[src/rtl/bram_frame_writer_nin.sv]
// Joins NUM_IN valid/ready streams into one packed word and writes a raster-order frame
// into one of NUM_BANKS BRAM frame buffers. Optional skew counter: WRITER_STALL_CNT_EN.
module bram_frame_writer_nin #(
  parameter int NUM_IN      = 2,
  parameter int CH_WIDTH    = 8,
  parameter int WIDTH       = 120,
  parameter int HEIGHT      = 240,
  parameter int FRAME_SIZE  = WIDTH * HEIGHT,
  parameter int ADDR_BITS   = $clog2(FRAME_SIZE),
  parameter int NUM_BANKS   = 2,
  parameter int BANK_BITS   = $clog2(NUM_BANKS),
  parameter int AUTO_TOGGLE = 1
) (
  input  logic                       clk,
  input  logic                       reset,
  input  logic [NUM_IN*CH_WIDTH-1:0] in_data,
  input  logic [NUM_IN-1:0]          in_valid,
  output logic [NUM_IN-1:0]          in_ready,
  input  logic                       start,
  input  logic                       abort,
  input  logic [BANK_BITS-1:0]       bank_sel_in,
  output logic                       idle,
  output logic                       frame_done,
  output logic [BANK_BITS-1:0]       wr_bank,
  output logic [NUM_IN*CH_WIDTH-1:0] wr_data,
  output logic [ADDR_BITS-1:0]       wr_address,
  output logic                       wr_ena,
  output logic [15:0]                stall_count
);

  typedef enum logic {IDLE, RUNNING} state_t;

  localparam logic [ADDR_BITS-1:0] LAST_ADDR = ADDR_BITS'(FRAME_SIZE - 1);
  localparam logic [BANK_BITS-1:0] LAST_BANK = BANK_BITS'(NUM_BANKS - 1);

  state_t                 state_q, state_d;
  logic [ADDR_BITS-1:0]   addr_q, addr_d;
  logic [BANK_BITS-1:0]   bank_q, bank_d;
  logic                   done_q, done_d;
  logic                   fire;

  // All streams are consumed together, so the write happens only when every one is valid.
  assign fire       = (state_q == RUNNING) && (&in_valid);
  assign in_ready   = {NUM_IN{fire}};
  assign wr_ena     = fire;
  assign wr_data    = in_data;
  assign wr_address = addr_q;
  assign wr_bank    = bank_q;
  assign frame_done = done_q;
  assign idle       = (state_q == IDLE);

  always_comb begin
    state_d = state_q;
    addr_d  = addr_q;
    bank_d  = bank_q;
    done_d  = 1'b0;
    case (state_q)
      IDLE: begin
        if (start && !abort) begin
          state_d = RUNNING;
          addr_d  = '0;
          if (AUTO_TOGGLE == 0) bank_d = bank_sel_in;
        end
      end
      RUNNING: begin
        if (fire) begin
          if (addr_q == LAST_ADDR) begin
            done_d  = 1'b1;
            state_d = IDLE;
            if (AUTO_TOGGLE != 0) bank_d = (bank_q == LAST_BANK) ? '0 : bank_q + 1'b1;
          end else begin
            addr_d = addr_q + 1'b1;
          end
        end
        // Abort overrides completion: the write still lands but the frame is not counted.
        if (abort) begin
          state_d = IDLE;
          addr_d  = '0;
          done_d  = 1'b0;
          bank_d  = bank_q;
        end
      end
      default: state_d = IDLE;
    endcase
  end

  always_ff @(posedge clk) begin
    if (reset) begin
      state_q <= IDLE;
      addr_q  <= '0;
      bank_q  <= '0;
      done_q  <= 1'b0;
    end else begin
      state_q <= state_d;
      addr_q  <= addr_d;
      bank_q  <= bank_d;
      done_q  <= done_d;
    end
  end

`ifdef WRITER_STALL_CNT_EN
  logic [15:0] stall_q, stall_d;

  // Counts running cycles where the input streams are skewed (some but not all valid).
  always_comb begin
    stall_d = stall_q;
    if ((state_q == IDLE) && start && !abort) begin
      stall_d = '0;
    end else if ((state_q == RUNNING) && (|in_valid) && !(&in_valid) && (stall_q != 16'hFFFF)) begin
      stall_d = stall_q + 16'd1;
    end
  end

  always_ff @(posedge clk) begin
    if (reset) stall_q <= '0;
    else       stall_q <= stall_d;
  end

  assign stall_count = stall_q;
`else
  assign stall_count = 16'd0;
`endif

endmodule

[config.mk]
export PLATFORM = sky130hd
export DESIGN_NAME = bram_frame_writer_nin
export DESIGN_NICKNAME = d
export VERILOG_FILES = /design/src/rtl/bram_frame_writer_nin.sv
export SDC_FILE = /design/constraint.sdc
export NUM_CORES = 1
export LEC_CHECK = 0
export ABC_AREA = 0
export BUFFER_PORTS_ARGS = -buffer_cell sky130_fd_sc_hd__clkbuf_2
export CAP_MARGIN = 5
export CORE_ASPECT_RATIO = 1.75
export CORE_MARGIN = 2
export CORE_UTILIZATION = 39
export DETAILED_ROUTE_END_ITERATION = 8
export PLACE_DENSITY = 0.8
export SETUP_SLACK_MARGIN = 0.5
export SYNTH_ARGS = -nofsm -noshare
export SYNTH_HDL_FRONTEND = slang
export SYNTH_SLANG_ARGS = --single-unit
export TNS_END_PERCENT = 30
[constraint.sdc]
create_clock -name clk -period 2.1 [get_ports clk]
set_input_delay 0 -clock clk [delete_from_list [all_inputs] [get_ports clk]]
set_output_delay 0 -clock clk [all_outputs]
set_load 0.02 [all_outputs]
==> impl_metrics.py, run 1 <==
metrics = {
    "routing": {
        "vias": 1249,
        "final_antenna_net_count": 0,
        "avgViaCountPerCell": 5.43,
        "wirelength_um": 3290,
        "dr.first_iter.drc_count": 39,
        "drc": 0,
        "dr.pass1.iters": 6,
        "wl_per_cell_um": 14.3,
    },
    "grt": {
        "grt_pass1_vias": 1112,
        "grt.overflow.total": 0,
        "grt_pass1_wl_um": 5000,
        "antenna_found_initial": 0,
        "grt_max_degree": 24,
        "grt.total_usage_pct": 18.0,
    },
    "worst_setup_path": {
        "startpoint_type": "flip-flop",
        "cp_slowest_cell": "or4_4",
        "crit_family": "simple AND/OR/NAND/NOR gates",
        "max_stage_delay_ns": 0.49,
        "cp.required_ns": 2.22,
        "cp_max_fo": 5,
        "end_kind": "flip-flop",
        "path_cells": "ha_4 -> or4b_4 -> or4_4 -> o221a_4 -> a31oi_1 -> a211oi_1",
        "arrival_ns": 2.23,
        "crit_type": "flip-flop to flip-flop",
        "path_buf_inv": 0,
    },
    "sta": {
        "holdWs_ns": 0.00000730,
        "min_period_ns": 2.11,
        "finalHoldViolCount": 0,
        "finalMaxSlewViolations": 0,
        "skew_ns": 0.00231,
        "finalSetupViolations": 1,
        "period_share_pct": 100,
        "rsz0062_at_grt": "true",
        "layout_setup_ws_ns": -0.0100,
        "max_freq_mhz": 474,
    },
    "floorplanning": {
        "rows": 27,
        "ios": 76,
        "fp.coreArea_sq_um": 3140,
        "fp.dieW_um": 47.5,
        "start_util_pct": 41.0,
        "die_h_um": 80.0,
        "dieArea_sq_um": 3800,
    },
    "flow_run": {
        "max_cap_viol_count": 0,
    },
    "power_and_ir_drop": {
        "powerDensity_nw_per_um2": 483,
        "irDropWorstVdd_v": 0.000399,
        "p_leak_nw": 0.588,
        "power_uw": 722,
    },
    "yosys": {
        "synthCells": 164,
        "ys_ff_latch": 18,
        "ys_types": 36,
        "yosysWarnings": 0,
        "syn_area_per_cell_sq_um": 7.86,
        "ys_seq_area_share_pct": 28.0,
        "synthesis.area_sq_um": 1290,
    },
    "placed_design": {
        "dp_hpwl_um": 2260,
        "place_congestion": 0.814,
        "dp_cells": 223,
        "numPortBuffers": 26,
        "placed_area_sq_um": 1370,
    },
    "clock_tree": {
        "cts_root_buf": "clkbuf_8",
        "cts_inserted_buffers": 3,
        "clk_latency_ns": 0.25,
        "cts_buffer_depth": 2,
        "clock-sinks": 18,
        "clk_pin_slew_worst_paths_ns": 0.07,
        "ctsHtreeMaxLevel": 1,
        "cts_tree": "yes",
    },
    "layout": {
        "instances_no_fill": 230,
        "area_delta_synth_final_pct": 16.0,
        "layout_common_cells": "clkbuf_2 (26), conb_1 (16), dfxtp_1 (16)",
        "layout_commonest_cell": "clkbuf_2",
        "drive_above_1_share_pct": 34.2,
        "antenna_cells": 0,
        "nets": 213,
        "final_cell_area_sq_um": 1500,
    },
    "worst_hold_path": {
        "worstHoldPathType": "input port to output port",
    },
    "status": {
        "status": "finished, violations left",
        "violations": "setup timing",
    },
}
## cells by family (layout without fill, tap and decap cells)
kind of cell	after synthesis	count (layout)	synth area share, %
compound gates	32	32	16.9
xor+xnor	1	1	0.680
fa+ha+maj	2	2	1.94
buf+inv	43	51	23.2
flops	18	18	28.0
other cells	1	16	0.291
simple gates	67	67	29.0
## power by group
part / leakage (nW) / internal (mW) / switching [mW]
Combinational: 0.412 / 0.0272 / 0.0633
Sequential: 0.147 / 0.340 / 0.00272
Clock: 0.0288 / 0.167 / 0.122
Total: 0.588 / 0.534 / 0.188
## path summary, 6_finish.rpt
kind / end / cells after the start / slack [ns] / start
setup / recovery: wr_address[5] / 6 / -0.01 / wr_address[1]
hold / removal: wr_data[12] / 0 / 0.000007 / in_data[12]
setup reg to reg: wr_address[5] / 6 / -0.01 / wr_address[1]
hold reg to reg: wr_address[14] / 1 / 0.52 / wr_address[14]
## state kept, by name, summed over array words and instances (netlist names)
register    flops
state_q         1
frame_done      1
wr_address     15
wr_bank         1
## cell usage after synthesis
library cell,n,area share (%)
buf_4,34,20
dfxtp_1,18,28
nor2_1,13,3.8
nand3_1,11,4.3
o21ai_0,9,3.5
a21oi_1,8,3.1
nand2_1,7,2.0
nand2b_1,6,2.9
nor2b_1,6,2.9
nor3_1,5,1.9
or4_1,5,2.9
inv_1,4,1.2
o21ai_1,4,1.6
or2_2,4,1.9
a311oi_1,2,1.4
a31oi_1,2,0.97
buf_2,2,0.78
clkbuf_1,2,0.58
ha_1,2,1.9
nand4_1,2,0.97
nor4_1,2,0.97
o31ai_1,2,1.2
a211oi_1,1,0.58
and2_1,1,0.49
and4b_1,1,0.78
buf_6,1,0.87
conb_1,1,0.29
nand4bb_1,1,0.87
o221a_4,1,1.6
o221ai_2,1,1.2
o41ai_1,1,0.68
o41ai_2,1,1.3
or3_1,1,0.49
or3b_2,1,0.68
or4b_4,1,1.1
xnor2_1,1,0.68
## final cells by class
type                    instances  area [sq um]
clock buffers                   4          55.1
flip-flops and latches         18           368
well taps                      43          53.8
multi-input cells             118           736
fillers                       312          1650
repair buffers                 43           268
inverters                       4          15.0
## metrics by stage
step	setup TNS, ns	setup slack [ns]	utilization, %
after detailed placement	0	0.0113	43.7
final	-0.0100	-0.0100	47.6
after global routing	-0.267	-0.0448	47.6
after floorplan	-0.0336	-0.0234	-
after CTS	0	0.0131	47.0
after global placement	0	0.0510	43.7
## metal layers
layer  GRT usage [%]  wire [um]
met1            18.7       1140
met3            2.49        252
met4            7.22         86
met5               0          0
met2            33.0       1810
## repair_timing
item | in CTS | in global routing
hold endpoints to repair | 2 | 0
endpoints found under the setup margin | 18 | 18
resized for setup | 7 | 3
setup buffers | 1 | 1
pin swaps | 3 | 6
gates cloned | 0 | 0
hold buffers | 1 | 0
Note: power is estimated with default switching activity, not from simulation.
==> run 2, diff against run 1 <==
--- a/config.mk
+++ b/config.mk
@@ -13,6 +13,7 @@
 export CORE_UTILIZATION = 39
 export DETAILED_ROUTE_END_ITERATION = 8
 export PLACE_DENSITY = 0.8
+export RECOVER_POWER = 50
 export SETUP_SLACK_MARGIN = 0.5
 export SYNTH_ARGS = -nofsm -noshare
 export SYNTH_HDL_FRONTEND = slang
==> impl_metrics.py, run 2 (synthesized netlist as in run 1, its figures left out) <==
metrics = {
    "power_and_ir_drop": {
        "powerDensity_nw_per_um2": 487,
        "p_leak_nw": 0.571,
        "irDropWorstVdd_v": 0.000400,
        "power_uw": 725,
    },
    "routing": {
        "vias": 1257,
        "dr.first_iter.drc_count": 53,
        "final_antenna_net_count": 0,
        "wirelength_um": 3330,
        "avgViaCountPerCell": 5.47,
        "drc": 0,
        "dr.pass1.iters": 4,
        "wl_per_cell_um": 14.5,
    },
    "worst_setup_path": {
        "crit_family": "simple AND/OR/NAND/NOR gates",
        "cp.required_ns": 2.22,
        "path_buf_inv": 0,
        "crit_type": "flip-flop to flip-flop",
        "r2r_slack_ns": -0.01,
        "worstReg2RegStart": "wr_address[1]",
        "arrival_ns": 2.23,
        "cp_max_fo": 5,
        "startpoint_type": "flip-flop",
        "reg2reg_to": "wr_address[5]",
        "cp_slowest_cell": "or4_4",
        "end_kind": "flip-flop",
        "r2r_cells": 6,
        "path_cells": "ha_4 -> or4b_4 -> or4_4 -> o221a_4 -> a31oi_1 -> a211oi_1",
        "max_stage_delay_ns": 0.49,
    },
    "clock_tree": {
        "cts_root_buf": "clkbuf_8",
        "clock-sinks": 18,
        "cts_inserted_buffers": 3,
        "ctsHtreeMaxLevel": 1,
        "cts_buffer_depth": 2,
        "clk_pin_slew_worst_paths_ns": 0.07,
        "cts_tree": "yes",
        "clk_latency_ns": 0.25,
    },
    "layout": {
        "nets": 213,
        "area_delta_synth_final_pct": 15.5,
        "fill_cells": 316,
        "layout_common_cells": "clkbuf_2 (21), conb_1 (16), dfxtp_1 (16)",
        "antenna_cells": 0,
        "layout_commonest_cell": "clkbuf_2",
        "drive_above_1_share_pct": 31.6,
        "largest_reg_flops": 15,
    },
    "sta": {
        "layout_setup_ws_ns": -0.00969,
        "finalMaxSlewViolations": 0,
        "min_period_ns": 2.11,
        "finalSetupViolations": 1,
        "period_share_pct": 100,
        "holdWs_ns": 0.00000730,
        "rsz0062_at_grt": "true",
        "finalHoldViolCount": 0,
        "skew_ns": 0.00467,
        "max_freq_mhz": 474,
    },
    "grt": {
        "grt_max_degree": 24,
        "grt_pass1_wl_um": 5000,
        "grt.overflow.total": 0,
        "grt_pass1_vias": 1112,
        "grt.total_usage_pct": 18.0,
        "antenna_found_initial": 0,
    },
    "status": {
        "violations": "setup timing",
        "status": "finished, violations left",
    },
    "floorplanning": {
        "die_h_um": 80.0,
        "fp.dieW_um": 47.5,
        "fp.coreArea_sq_um": 3140,
        "dieArea_sq_um": 3800,
        "rows": 27,
        "start_util_pct": 41.0,
        "ios": 76,
    },
    "flow_run": {
        "max_cap_viol_count": 0,
    },
    "placed_design": {
        "dp_hpwl_um": 2260,
        "numPortBuffers": 26,
        "place_congestion": 0.814,
    },
    "worst_hold_path": {
        "min_path_cells": 0,
        "whs_endpoint": "wr_data[12]",
        "worstHoldPathType": "input port to output port",
        "hold_start": "in_data[12]",
    },
}
==> run 2: cell type report <==
type	count	area (sq um)	area share, %
Tap cell	43	53.8	3.61
Multi-Input combinational cell	118	736	49.4
Timing Repair Buffer	43	262	17.6
Clock buffer	4	55.1	3.70
Inverter	4	15.0	1.01
Sequential cell	18	368	24.7
==> run 2: worst reg2reg max path, stage by stage, from the launching register on <==
cell	delay, ns
dfxtp_4	0.36
ha_4	0.13
or4b_4	0.47
or4_4	0.49
o221a_4	0.28
a31oi_1	0.17
a211oi_1	0.07
==> run 2: routing by layer <==
metal	wire [um]	up-vias	GRT usage (%)
met5	0	-	0
met4	113	0	7.22
met3	286	19	2.49
met2	1790	90	33.0
met1	1140	570	18.7
li1	-	578	-
==> run 2: worst max-delay path by stage <==
stage	slack [ns]	to	from	depth (start not counted)
3_3_place_gp	0.05	wr_address[7]	wr_address[1]	5
6_report	-0.01	wr_address[5]	wr_address[1]	6
4_1_cts	0.01	wr_address[5]	wr_address[1]	6
5_1_grt	-0.04	wr_address[12]	wr_address[1]	7
2_1_floorplan	-0.02	wr_address[5]	wr_address[1]	7
3_5_place_dp	0.01	wr_address[7]	wr_address[1]	5
==> run 2: power breakdown <==
| part | internal [mW] | switching (mW) |
|---|---|---|
| registers | 0.340 | 0.00274 |
| clock network | 0.167 | 0.125 |
| logic | 0.0272 | 0.0634 |
| total | 0.534 | 0.191 |
==> run 2: timing repair <==
item,CTS,global route
pin swaps,3,6
buffers inserted,1,1
hold buffers,1,0
endpoints found under the hold margin,2,0
resized for setup,7,3
setup endpoints to repair,18,18
==> run 2: stage by stage <==
| step | instance area, sq um | cells | setup TNS (ns) | util, % | setup WS, ns |
|---|---|---|---|---|---|
| global placement | 1370 | 223 | 0 | 43.7 | 0.0510 |
| CTS | 1480 | 229 | 0 | 47.0 | 0.0131 |
| finish | 1490 | 230 | -0.00969 | 47.4 | -0.00969 |
| detailed placement | 1370 | 223 | 0 | 43.7 | 0.0113 |
| floorplan | 1380 | 179 | -0.0336 | - | -0.0234 |
| global route | 1490 | 230 | -0.267 | 47.4 | -0.0448 |
==> run 3, diff against run 2 <==
--- a/config.mk
+++ b/config.mk
@@ -10,9 +10,9 @@
 export CAP_MARGIN = 5
 export CORE_ASPECT_RATIO = 1.75
 export CORE_MARGIN = 2
-export CORE_UTILIZATION = 39
+export CORE_UTILIZATION = 47
 export DETAILED_ROUTE_END_ITERATION = 8
-export PLACE_DENSITY = 0.8
+export PLACE_DENSITY = 0.9
 export RECOVER_POWER = 50
 export SETUP_SLACK_MARGIN = 0.5
 export SYNTH_ARGS = -nofsm -noshare
==> constraint.sdc (replaced) <==
create_clock -name clk -period 2.5 [get_ports clk]
set_input_delay 0 -clock clk [delete_from_list [all_inputs] [get_ports clk]]
set_output_delay 0 -clock clk [all_outputs]
set_load 0.02 [all_outputs]
==> impl_metrics.py, run 3 (synthesized netlist as in run 1, its figures left out) <==
metrics = {
    "placed_design": {
        "placed_area_sq_um": 1290,
        "dp_cells": 198,
        "place_congestion": 0.787,
        "dp_hpwl_um": 2080,
        "numPortBuffers": 26,
        "place_ws_ns": 0.336,
    },
    "worst_hold_path": {
        "hold_start": "in_data[2]",
        "whs_endpoint": "wr_data[2]",
        "min_path_cells": 0,
        "worstHoldPathType": "input port to output port",
    },
    "routing": {
        "drc": 0,
        "wl_per_cell_um": 14.4,
        "vias": 1216,
        "avgViaCountPerCell": 5.79,
        "final_antenna_net_count": 0,
        "wirelength_um": 3030,
        "dr.pass1.iters": 4,
        "dr.first_iter.drc_count": 38,
    },
    "worst_setup_path": {
        "path_cells": "ha_4 -> or4b_4 -> or4_4 -> o221ai_4 -> buf_6 -> o21ai_2 -> a21oi_1",
        "max_stage_delay_ns": 0.48,
        "crit_type": "flip-flop to flip-flop",
        "cp_slowest_cell": "or4_4",
        "r2r_cells": 7,
        "path_buf_inv": 1,
        "reg2reg_to": "wr_address[12]",
        "worstReg2RegStart": "wr_address[0]",
        "cp_max_fo": 6,
        "cp.required_ns": 2.69,
        "r2r_slack_ns": 0.42,
        "end_kind": "flip-flop",
        "arrival_ns": 2.26,
        "startpoint_type": "flip-flop",
        "crit_family": "simple AND/OR/NAND/NOR gates",
    },
    "floorplanning": {
        "die_h_um": 73.3,
        "rows": 25,
        "fp.coreArea_sq_um": 2660,
        "start_util_pct": 48.5,
        "fp.dieW_um": 43.6,
        "ios": 76,
        "dieArea_sq_um": 3190,
    },
    "layout": {
        "area_delta_synth_final_pct": 11.0,
        "final_cell_area_sq_um": 1430,
        "fill_cells": 244,
        "layout_common_cells": "conb_1 (16), dfxtp_1 (16), clkbuf_2 (15)",
        "final_util_pct": 53.8,
        "instances_no_fill": 210,
        "nets": 209,
        "drive_above_1_share_pct": 25.7,
        "largest_reg_flops": 15,
        "antenna_cells": 0,
    },
    "grt": {
        "grt_pass1_vias": 1141,
        "grt_pass1_wl_um": 4910,
        "grt.overflow.total": 0,
        "grt_max_degree": 24,
        "antenna_found_initial": 0,
        "grt.total_usage_pct": 20.0,
    },
    "clock_tree": {
        "clk_pin_slew_worst_paths_ns": 0.07,
        "cts_tree": "yes",
        "cts_buffer_depth": 2,
        "clock-sinks": 18,
        "cts_root_buf": "clkbuf_8",
        "ctsHtreeMaxLevel": 1,
        "clk_latency_ns": 0.26,
        "cts_inserted_buffers": 3,
    },
    "power_and_ir_drop": {
        "powerDensity_nw_per_um2": 425,
        "irDropWorstVdd_v": 0.000365,
        "p_leak_nw": 0.526,
        "power_uw": 608,
    },
    "sta": {
        "max_freq_mhz": 482,
        "finalHoldViolCount": 0,
        "min_period_ns": 2.08,
        "setup-tns-final_ns": 0,
        "skew_ns": 0.00557,
        "period_share_pct": 83.0,
        "layout_setup_ws_ns": 0.424,
        "finalSetupViolations": 0,
        "rsz0062_at_grt": "true",
        "finalMaxSlewViolations": 0,
        "holdWs_ns": 0.00000642,
    },
    "status": {
        "status": "complete, no violations",
    },
    "flow_run": {
        "max_cap_viol_count": 0,
    },
}
## run 3: changes by cell type in the layout (fill, tap and decap cells not counted), sizes merged
cell / before / now
buf: 16 / 11
dlygate4sd3: 1 / 2
## run 3: final cells by class
cell class	count	area, sq um	area share [%]
Timing Repair Buffer	39	226	15.8
Clock buffer	4	55.1	3.85
Inverter	4	15.0	1.05
Sequential cell	18	368	25.7
Tap cell	27	33.8	2.36
Multi-Input combinational cell	118	732	51.2
## run 3: per-layer routing
| metal | part of all wire [%] | GRT usage [%] |
|---|---|---|
| met5 | 0 | 0 |
| met4 | 5.2 | 16.2 |
| met3 | 8.1 | 4.42 |
| met2 | 52 | 33.2 |
| met1 | 35 | 20.9 |
## run 3: timing repair
action	in CTS	in global routing
gates cloned	1	0
gates resized for setup	6	6
pin swaps	10	4
hold buffers	2	0
buffers inserted	5	0
setup endpoints to repair	16	16
hold endpoints to repair	2	0
## run 3: how the worst max path moves through the flow
stage | startpoint | end | slack [ns] | cells after the start
global placement | wr_address[1] | wr_address[12] | 0.38 | 7
CTS | wr_address[0] | wr_address[2] | 0.36 | 7
floorplan | wr_address[1] | wr_address[5] | 0.38 | 7
detailed placement | wr_address[1] | wr_address[12] | 0.34 | 7
global route | wr_address[0] | wr_address[5] | 0.37 | 6
finish | wr_address[0] | wr_address[12] | 0.42 | 7
## run 3: power by group
group / leakage, nW / internal, mW / total (mW) / switching (mW)
sequential: 0.147 / 0.285 / 0.288 / 0.00213
combinational: 0.350 / 0.0240 / 0.0776 / 0.0536
clock: 0.0288 / 0.140 / 0.243 / 0.103
